<file path="config.mk">
export PLATFORM = sky130hd
export DESIGN_NAME = tea_decrypt
export DESIGN_NICKNAME = d
export VERILOG_FILES = /design/src/rtl/tea_decrypt.sv
export SDC_FILE = /design/constraint.sdc
export NUM_CORES = 1
export LEC_CHECK = 0
export CELL_PAD_IN_SITES_DETAIL_PLACEMENT = 0
export CELL_PAD_IN_SITES_GLOBAL_PLACEMENT = 2
export CORE_ASPECT_RATIO = 0.5
export CORE_MARGIN = 4
export CORE_UTILIZATION = 41
export CTS_BUF_LIST = sky130_fd_sc_hd__clkbuf_8
export DETAILED_ROUTE_END_ITERATION = 8
export PLACE_DENSITY = 0.78
export SLEW_MARGIN = 5
export SYNTH_ARGS = -nofsm -noshare
export SYNTH_HDL_FRONTEND = slang
export SYNTH_SLANG_ARGS = --single-unit
</file>
<file path="constraint.sdc">
create_clock -name i_clk -period 8.93 [get_ports i_clk]
set_input_delay 2.2325 -clock i_clk [delete_from_list [all_inputs] [get_ports i_clk]]
set_output_delay 2.2325 -clock i_clk [all_outputs]
set_load 0.005 [all_outputs]
</file>
<file path="src/rtl/tea_decrypt.sv">
// tea_decrypt: bit-serial TEA decryption core.
// Key (128 bits) and ciphertext (64 bits) are shifted in MSB first on i_rx.
// The core then runs ROUNDS decryption rounds and shifts the plaintext out
// MSB first on o_tx.
// Optional macro TEA_HALF_ROUND_EN: splits each round over two cycles so that
// only one F-function datapath is built. Results are identical in both builds.
module tea_decrypt #(
  parameter logic [31:0] DELTA  = 32'h9E3779B9,
  parameter int          ROUNDS = 32
) (
  input  logic i_clk,
  input  logic i_rst_n,
  input  logic i_key_update,
  input  logic i_data_load,
  input  logic i_calculate,
  input  logic i_rx,
  output logic o_tx,
  output logic o_tx_valid,
  output logic o_ready
);

  localparam logic [1:0] S_IDLE = 2'd0;
  localparam logic [1:0] S_CALC = 2'd1;
  localparam logic [1:0] S_SEND = 2'd2;

  // Counter is shared between round counting and bit counting.
  localparam int CW = $clog2((ROUNDS > 64) ? ROUNDS : 64) + 1;
  localparam logic [CW-1:0] LAST_ROUND = CW'(ROUNDS - 1);
  localparam logic [CW-1:0] LAST_BIT   = CW'(63);
  localparam logic [31:0]   SUM_INIT   = 32'(DELTA * 32'(ROUNDS));

  logic [1:0]    state_reg;
  logic [127:0]  key_reg;
  logic [63:0]   data_reg;
  logic [31:0]   sum_reg;
  logic [CW-1:0] cnt_reg;

  logic [31:0] k0, k1, k2, k3, v0, v1;

  assign k0 = key_reg[127:96];
  assign k1 = key_reg[95:64];
  assign k2 = key_reg[63:32];
  assign k3 = key_reg[31:0];
  assign v0 = data_reg[63:32];
  assign v1 = data_reg[31:0];

  // TEA mixing function: ((x<<4)+ka) ^ (x+sum) ^ ((x>>5)+kb)
  function automatic logic [31:0] tea_f(input logic [31:0] x, input logic [31:0] ka,
                                        input logic [31:0] kb, input logic [31:0] s);
    return ((x << 4) + ka) ^ (x + s) ^ ((x >> 5) + kb);
  endfunction

`ifdef TEA_HALF_ROUND_EN
  // Phase 0 updates v1 (keys k2/k3 on v0), phase 1 updates v0 (keys k0/k1 on v1).
  logic        phase_reg;
  logic [31:0] f_x, f_ka, f_kb, f_out;

  // Single shared F-function, operands steered by the round phase
  always_comb begin
    f_x  = phase_reg ? v1 : v0;
    f_ka = phase_reg ? k0 : k2;
    f_kb = phase_reg ? k1 : k3;
    f_out = tea_f(f_x, f_ka, f_kb, sum_reg);
  end
`else
  logic [31:0] v1_new, v0_new;

  // Full round in one cycle: v1 first, then v0 from the updated v1
  always_comb begin
    v1_new = v1 - tea_f(v0, k2, k3, sum_reg);
    v0_new = v0 - tea_f(v1_new, k0, k1, sum_reg);
  end
`endif

  // Outputs decode directly from registered state
  assign o_ready    = (state_reg == S_IDLE);
  assign o_tx_valid = (state_reg == S_SEND);
  assign o_tx       = (state_reg == S_SEND) & data_reg[63];

  // Control FSM plus key/data/sum/counter registers
  always_ff @(posedge i_clk or negedge i_rst_n) begin
    if (!i_rst_n) begin
      state_reg <= S_IDLE;
      key_reg   <= '0;
      data_reg  <= '0;
      sum_reg   <= '0;
      cnt_reg   <= '0;
`ifdef TEA_HALF_ROUND_EN
      phase_reg <= 1'b0;
`endif
    end else begin
      case (state_reg)
        S_IDLE: begin
          // Key strobe has priority; a start is only honoured with no strobe high
          if (i_key_update) begin
            key_reg <= {key_reg[126:0], i_rx};
          end else if (i_data_load) begin
            data_reg <= {data_reg[62:0], i_rx};
          end else if (i_calculate) begin
            state_reg <= S_CALC;
            sum_reg   <= SUM_INIT;
            cnt_reg   <= '0;
`ifdef TEA_HALF_ROUND_EN
            phase_reg <= 1'b0;
`endif
          end
        end
        S_CALC: begin
`ifdef TEA_HALF_ROUND_EN
          phase_reg <= ~phase_reg;
          if (!phase_reg) begin
            data_reg <= {v0, v1 - f_out};
          end else begin
            data_reg <= {v0 - f_out, v1};
            sum_reg  <= sum_reg - DELTA;
            if (cnt_reg == LAST_ROUND) begin
              state_reg <= S_SEND;
              cnt_reg   <= '0;
            end else begin
              cnt_reg <= cnt_reg + 1'b1;
            end
          end
`else
          data_reg <= {v0_new, v1_new};
          sum_reg  <= sum_reg - DELTA;
          if (cnt_reg == LAST_ROUND) begin
            state_reg <= S_SEND;
            cnt_reg   <= '0;
          end else begin
            cnt_reg <= cnt_reg + 1'b1;
          end
`endif
        end
        S_SEND: begin
          // Shifting in zeros leaves the data register cleared after 64 bits
          data_reg <= {data_reg[62:0], 1'b0};
          if (cnt_reg == LAST_BIT) begin
            state_reg <= S_IDLE;
            cnt_reg   <= '0;
          end else begin
            cnt_reg <= cnt_reg + 1'b1;
          end
        end
        default: state_reg <= S_IDLE;
      endcase
    end
  end

endmodule

</file>
==> load_flow_metrics.sql <==
INSERT INTO impl_metrics (metric_group, metric, value, unit) VALUES
('run_status', 'status', 'complete, no violations', ''),
('setup_path', 'critPathSlowestCell', 'sky130_fd_sc_hd__fa_2', ''),
('sta', 'report.final.hold_viol_count', '0', ''),
('clock_tree', 'cts_hold_buf', '0', ''),
('synth', 'async_reset_ff_frac', '1.00', ''),
('setup_path', 'cp-start-kind', 'flip-flop', ''),
('sta', 'min_period_over_period', '0.990', ''),
('setup_path', 'setup.worst_path.class', 'flip-flop to flip-flop', ''),
('route', 'route.vias.total', '18200', ''),
('floorplanning', 'number_of_placed_i_o_pins', '9', ''),
('final_layout', 'fillCellCount', '4795', ''),
('global_route', 'overflow', '0', ''),
('route', 'detail_route.wl_per_cell', '20.4', 'µm'),
('sta', 'timing_worst_slew_pin_value', '1040', 'ps'),
('synth', 'synthDominantCellAreaShare', '0.274', ''),
('clock_tree', 'cts_inserted_buffers', '40', ''),
('global_route', 'grt_pass1_vias', '17000', ''),
('sta', 'timing.final.max_slew_violations', '0', ''),
('global_route', 'largest_net_degree_at_the_start_of_global_routing', '142', ''),
('global_route', 'grt_first_pass_wirelength', '104000', 'µm'),
('sta', 'worst_slack', '91.1', 'ps'),
('final_layout', 'n_antenna_cell', '0', ''),
('global_route', 'global_route.usage.total', '0.238', ''),
('floorplanning', 'die-area', '55800', 'µm²'),
('sta', 'grt_setup_unrepaired', 'yes', ''),
('synth', 'synth-seq-cells', '233', ''),
('setup_path', 'worst_ep_arrival_time', '9310', 'ps'),
('route', 'drt_iter0_drc', '1459', ''),
('placement', 'io_buffers', '8', ''),
('clock_tree', 'cts_max_path_buffers', '3', ''),
('placement', 'dp_worst_setup_slack', '-414', 'ps'),
('synth', 'synthCells', '2332', ''),
('sta', 'final_period_minus_worst_setup_slack', '8840', 'ps'),
('sta', 'fin_skew', '27.6', 'ps'),
('final_layout', 'areaGrowthSynthToFinish', '20.6', '%'),
('placement', 'hpwl', '51800', 'µm'),
('final_layout', 'largest_register_ffs', '128', ''),
('synth', 'synthesis.nets', '2591', ''),
('route', 'final_antenna_net_count', '0', ''),
('route', 'drt_pre_antenna_iters', '7', ''),
('sta', 'slew_headroom', '0.307', ''),
('sta', 'setup-violations-final', '0', ''),
('route', 'route.detailed.drc', '0', ''),
('synth', 'netlist-cell-type-count', '79', ''),
('synth', 'post-synth-top-area-cell', 'sky130_fd_sc_hd__dfrtp_1', ''),
('floorplanning', 'rows', '58', ''),
('synth', 'synthesis.yosys.warnings', '0', ''),
('synth', 'post_synth_main_area_contributors', 'sky130_fd_sc_hd__dfrtp_1 27%, sky130_fd_sc_hd__ha_1 14%, sky130_fd_sc_hd__xnor2_1 12%', ''),
('floorplanning', 'fp.coreArea', '50700', 'µm²'),
('clock_tree', 'worstSkewPairLatency', '610', 'ps'),
('synth', 'sequential_to_total_area_share_from_yosys_stat', '0.274', ''),
('final_layout', 'multi_input_area', '15700', 'µm²'),
('route', 'drt_wl_total', '67700', 'µm'),
('clock_tree', 'root_buffer', 'sky130_fd_sc_hd__clkbuf_8', ''),
('floorplanning', 'die_height', '169', 'µm'),
('global_route', 'grt_antenna_before_repair', '1', ''),
('synth', 'syn_area_per_cell', '9.12', 'µm²'),
('setup_path', 'critical_path.endpoint_type', 'flip-flop', ''),
('min_path', 'hp-class', 'flip-flop to flip-flop', ''),
('final_layout', 'final_layout_size_suffix_gt1_frac', '0.231', ''),
('setup_path', 'timing.critical_path.required', '9400', 'ps'),
('synth', 'mappedNetlistArea', '21300', 'µm²'),
('final_layout', 'register_area', '5830', 'µm²'),
('setup_path', 'slowest_cell_delay_on_critical_path', '410', 'ps'),
('floorplanning', 'die-width', '330', 'µm'),
('final_layout', 'layout.nets', '2858', ''),
('flow_run', 'max_cap_violations', '0', ''),
('synth', 'synth_enable_flop_cells', '0', ''),
('clock_tree', 'clock_pin_slew_reported_for_the_worst_setup_and_hold_paths_after_clock_tree_synthesis', '60', 'ps'),
('clock_tree', 'ctsHtreeMaxLevel', '2', ''),
('floorplanning', 'start_util', '0.419', ''),
('clock_tree', 'cts_tree', 'done', ''),
('sta', 'achievable-frequency', '113', 'MHz'),
('clock_tree', 'tritoncts_num_sinks', '233', ''),
('route', 'mean_number_of_vias_per_cell', '5.49', ''),
('setup_path', 'worstPathMaxFanout', '4', ''),
('placement', 'gp_routability_congestion', '0.898', ''),
('synth', 'synth-main-ff-cell', 'sky130_fd_sc_hd__dfrtp_1', ''),
('setup_path', 'cpMostUsedCell', 'sky130_fd_sc_hd__xnor2_1', '');
through the flow:
stage	TNS (ps)	utilization	cells	hold slack (ps)	instance area [µm²]
after floorplan	0	-	2332	437	21300
after global placement	-911	0.470	3213	456	23800
after detailed placement	-1350	0.470	3213	492	23800
after CTS	0	0.488	3287	507	24800
after global routing	-690	0.506	3318	552	25600
final	0	0.506	3318	505	25600
final timing paths:
| path | startpoint | endpoint | slack [ps] | cells after the start |
|---|---|---|---|---|
| worst max-delay path | data_reg[32]$_DFFE_PN0P_ | data_reg[63]$_DFFE_PN0P_ | 90 | 45 |
| worst min-delay path | cnt_reg[1]$_DFFE_PN0P_ | cnt_reg[1]$_DFFE_PN0P_ | 500 | 2 |
| worst max register to register | data_reg[32]$_DFFE_PN0P_ | data_reg[63]$_DFFE_PN0P_ | 90 | 45 |
| worst min register to register | cnt_reg[1]$_DFFE_PN0P_ | cnt_reg[1]$_DFFE_PN0P_ | 500 | 2 |
| max in group asynchronous | i_rst_n | data_reg[42]$_DFFE_PN0P_ | 6200 | 2 |
| min in group asynchronous | i_rst_n | cnt_reg[2]$_DFFE_PN0P_ | 1530 | 1 |
kinds of logic after synthesis:
group / share of synthesized area
muxes: 0.0651
AOI/OAI and AO/OA: 0.204
and+or+nand+nor: 0.126
buffers and inverters: 0.0211
DFF: 0.274
xor gates and xnor gates: 0.158
adders and majority gates: 0.152
cell usage after synthesis, types with 6 or more instances:
cell type / number
sky130_fd_sc_hd__fa_1: 8
sky130_fd_sc_hd__xor2_1: 76
sky130_fd_sc_hd__dfrtp_1: 233
sky130_fd_sc_hd__and2_1: 12
sky130_fd_sc_hd__o21a_1: 17
sky130_fd_sc_hd__nor4_1: 6
sky130_fd_sc_hd__a211oi_1: 18
sky130_fd_sc_hd__ha_1: 245
sky130_fd_sc_hd__or3_1: 16
sky130_fd_sc_hd__nor2b_1: 24
sky130_fd_sc_hd__nor3_1: 35
sky130_fd_sc_hd__mux2_2: 123
sky130_fd_sc_hd__a221oi_1: 58
sky130_fd_sc_hd__and4_1: 6
sky130_fd_sc_hd__o21ai_1: 7
sky130_fd_sc_hd__nand4_1: 14
sky130_fd_sc_hd__nand2b_1: 31
sky130_fd_sc_hd__nor2_1: 219
sky130_fd_sc_hd__clkbuf_1: 47
sky130_fd_sc_hd__o21ai_0: 106
sky130_fd_sc_hd__a21oi_1: 188
sky130_fd_sc_hd__o22ai_1: 7
sky130_fd_sc_hd__inv_1: 64
sky130_fd_sc_hd__a211o_1: 7
sky130_fd_sc_hd__a31o_2: 6
sky130_fd_sc_hd__a31oi_1: 16
sky130_fd_sc_hd__o21bai_1: 27
sky130_fd_sc_hd__a21o_1: 116
sky130_fd_sc_hd__nand3_1: 44
sky130_fd_sc_hd__and3_1: 21
sky130_fd_sc_hd__o31ai_1: 11
sky130_fd_sc_hd__xnor2_1: 295
sky130_fd_sc_hd__buf_1: 7
sky130_fd_sc_hd__nand2_1: 127
sky130_fd_sc_hd__o211ai_1: 15
sky130_fd_sc_hd__or2_2: 6
critical path, delay by kind of cell (launching register included):
kind,cells,cell delay [ps]
adder cells (fa/ha/maj),5,1420
buffers and inverters,4,490
XOR/XNOR,9,1530
AND/OR/NAND/NOR,6,670
AO/OA/AOI/OAI,21,4200
flip-flops,1,380
layer usage:
metal / vias to the layer above / part of all wire / global-route usage
met3: 75 / 0.059 / 0.0403
li1: 9060 / - / -
met5: - / 0 / 0
met1: 8698 / 0.51 / 0.369
met2: 373 / 0.41 / 0.347
met4: 0 / 0.016 / 0.0424
placed cells by master, fill, tap and decap left out, types with 8 or more instances in the layout:
master,synthesis,final
sky130_fd_sc_hd__xor2_1,76,73
sky130_fd_sc_hd__dfrtp_1,233,232
sky130_fd_sc_hd__nor3_1,35,33
sky130_fd_sc_hd__xnor2_2,0,12
sky130_fd_sc_hd__ha_1,245,235
sky130_fd_sc_hd__or3_1,16,15
sky130_fd_sc_hd__a21o_1,116,115
sky130_fd_sc_hd__and2_1,12,10
sky130_fd_sc_hd__o31ai_1,11,8
sky130_fd_sc_hd__nand2_1,127,123
sky130_fd_sc_hd__inv_1,64,76
sky130_fd_sc_hd__xnor2_1,295,283
sky130_fd_sc_hd__buf_4,0,267
sky130_fd_sc_hd__clkbuf_8,0,48
sky130_fd_sc_hd__nor2_1,219,215
sky130_fd_sc_hd__nand3_1,44,44
sky130_fd_sc_hd__mux2_2,123,123
sky130_fd_sc_hd__o21ai_2,2,11
sky130_fd_sc_hd__nand4_1,14,14
sky130_fd_sc_hd__o21ai_0,106,87
sky130_fd_sc_hd__nor2b_1,24,22
sky130_fd_sc_hd__a221oi_1,58,54
sky130_fd_sc_hd__a211oi_2,1,8
sky130_fd_sc_hd__a21oi_1,188,158
sky130_fd_sc_hd__o21bai_1,27,25
sky130_fd_sc_hd__o211ai_1,15,15
sky130_fd_sc_hd__o21ai_1,7,15
sky130_fd_sc_hd__o21a_1,17,17
sky130_fd_sc_hd__a21oi_2,2,26
sky130_fd_sc_hd__a211oi_1,18,11
sky130_fd_sc_hd__nand2b_1,31,31
sky130_fd_sc_hd__and3_1,21,20
sky130_fd_sc_hd__a31oi_1,16,14
area by class of cell:
class / instances / area share
multi-input combinational: 1980 / 0.613
sequential: 233 / 0.227
timing repair buffer: 280 / 0.0840
tap: 690 / 0.0337
clock buffer: 48 / 0.0258
inverter: 64 / 0.00937
clock inverter: 23 / 0.00688
timing repair:
action / in CTS / in global routing
setup endpoints to repair: 8 / 10
setup buffers: 3 / 32
gates resized for setup: 15 / 144
pin swaps: 8 / 117
Power is not shown: default switching activity piles up to over one toggle a cycle in this logic, so the estimate is an artifact.
==> patch (config.mk and constraints unchanged) <==
Add a define of `TEA_HALF_ROUND_EN`.
--- a/src/rtl/tea_decrypt.sv
+++ b/src/rtl/tea_decrypt.sv
@@ -6,2 +6,4 @@
 // only one F-function datapath is built. Results are identical in both builds.
+`define TEA_HALF_ROUND_EN
+
 module tea_decrypt #(
Check against the original RTL: same outputs for any inputs over 10 cycles, from zero or initial values and one cycle with i_rst_n low; that may be too few to reach the edited logic, so the function may still have changed.
==> patch against the original RTL <==
- wire length down 18%
- sequential cell count up 1
- via count down 16%
- design area down 20%
- worst setup slack better by 1.4 ns
- area after synthesis down 11%
Power is not shown: default switching activity piles up to over one toggle a cycle in this logic, so the estimate is an artifact.
==> patch: results (changes against the original RTL) <==
.. list-table::
   :header-rows: 1

   * - Metric
     - Value
   * - First-pass GRT wire length
     - 88.8 mm (was 104 mm)
   * - Final critical-path required period
     - 7.40 ns (was 8.84 ns)
   * - Worst hold path endpoint
     - data_reg[63] (was cnt_reg[1])
   * - Filler cell count
     - 4481 (was 4795)
   * - Pin count of the biggest net entering global routing
     - 169 (was 142)
   * - Sequential element share of the synthesized area
     - 30.8% (was 27.4%)
   * - Distinct cell type count after synthesis
     - 88 (was 79)
   * - Status
     - finished clean (unchanged)
   * - Dpl cell area
     - 0.0197 mm² (was 0.0238 mm²)
   * - Number of clock buffers inserted by TritonCTS
     - 41 (was 40)
   * - Number of non-clock inverters in the layout
     - 91 (was 64)
   * - Non-filler instance count after layout
     - 2721 (was 3318)
   * - CTS sink cnt
     - 234 (was 233)
   * - Met3 Resource Use GR
     - 3.32% (was 4.03%)
   * - Utilization after layout
     - 45.1% (was 50.6%)
   * - Global routing met2 resource utilization
     - 34.2% (was 34.7%)
   * - Die span in x
     - 313 µm (was 330 µm)
   * - GR Util All Layers
     - 22.1% (was 23.8%)
   * - Clock network area share
     - 4.08% (was 3.26%)
   * - Main area contributors after synthesis
     - sky130_fd_sc_hd__dfrtp_1 (31%), sky130_fd_sc_hd__mux2_2 (11%), sky130_fd_sc_hd__ha_1 (7.6%) (was sky130_fd_sc_hd__dfrtp_1 (27%), sky130_fd_sc_hd__ha_1 (14%), sky130_fd_sc_hd__xnor2_1 (12%))
   * - Number of global-route vias before repair
     - 15000 (was 17000)
   * - Fraction of synthesized area in multiplexers
     - 12.1% (was 6.51%)
   * - Largest clock skew in the final design
     - 0.0395 ns (was 0.0276 ns)
   * - Max-Slew Margin vs Limit
     - 27.3% (was 30.7%)
   * - Max stage delay cell, worst path
     - sky130_fd_sc_hd__dfrtp_4 (was sky130_fd_sc_hd__fa_2)
   * - Critical register-to-register path endpoint
     - data_reg[31] (was data_reg[63])
   * - Fin nets
     - 2191 (was 2858)
   * - Worst hold start
     - data_reg[63] (was cnt_reg[1])
   * - # clk buffers
     - 51 (was 48)
   * - PostCTS Resize Cnt
     - 0 (was 15)
   * - Number of stages on the worst hold path
     - 1 (was 2)
   * - Number of detailed-routing iterations run before antenna repair
     - 5 (was 7)
   * - Area of the multi-input gates
     - 0.0125 mm² (was 0.0157 mm²)
==> patch: cell types whose count changed in the layout (fill, tap and decap cells not counted), sizes merged, moves of 29 or more <==
cell,before,now
a21o,119,51
xnor2,295,163
o22ai,7,36
mux2,123,192
nor3,35,68
nor2,219,143
buf,273,13
a221oi,58,23
ha,245,115
==> patch: layer usage <==
layer | share of wire (%) | wire (µm)
met5 | 0.024 | 13
met4 | 1.4 | 748
met1 | 51 | 28400
met2 | 43 | 23500
met3 | 4.7 | 2590
==> patch: worst register-to-register path, cell delays in order (launching register included) <==
cell                        delay (ns)
sky130_fd_sc_hd__dfrtp_4          0.70
sky130_fd_sc_hd__buf_4            0.58
sky130_fd_sc_hd__mux2_2           0.40
sky130_fd_sc_hd__ha_1             0.41
sky130_fd_sc_hd__xnor2_1          0.22
sky130_fd_sc_hd__xnor2_1          0.16
sky130_fd_sc_hd__xnor2_1          0.15
sky130_fd_sc_hd__xnor2_1          0.13
sky130_fd_sc_hd__ha_1             0.38
sky130_fd_sc_hd__nand2_1          0.07
sky130_fd_sc_hd__a21oi_1          0.18
sky130_fd_sc_hd__a211oi_1         0.11
sky130_fd_sc_hd__o31a_1           0.35
sky130_fd_sc_hd__maj3_2           0.32
sky130_fd_sc_hd__maj3_2           0.34
sky130_fd_sc_hd__maj3_2           0.35
sky130_fd_sc_hd__a2111oi_4        0.43
sky130_fd_sc_hd__o21ai_1          0.20
sky130_fd_sc_hd__a311oi_1         0.45
sky130_fd_sc_hd__o21ai_1          0.15
sky130_fd_sc_hd__a221oi_2         0.30
sky130_fd_sc_hd__a211oi_2         0.09
sky130_fd_sc_hd__o21a_1           0.27
sky130_fd_sc_hd__a21o_1           0.19
sky130_fd_sc_hd__or3_1            0.37
sky130_fd_sc_hd__nand3_1          0.07
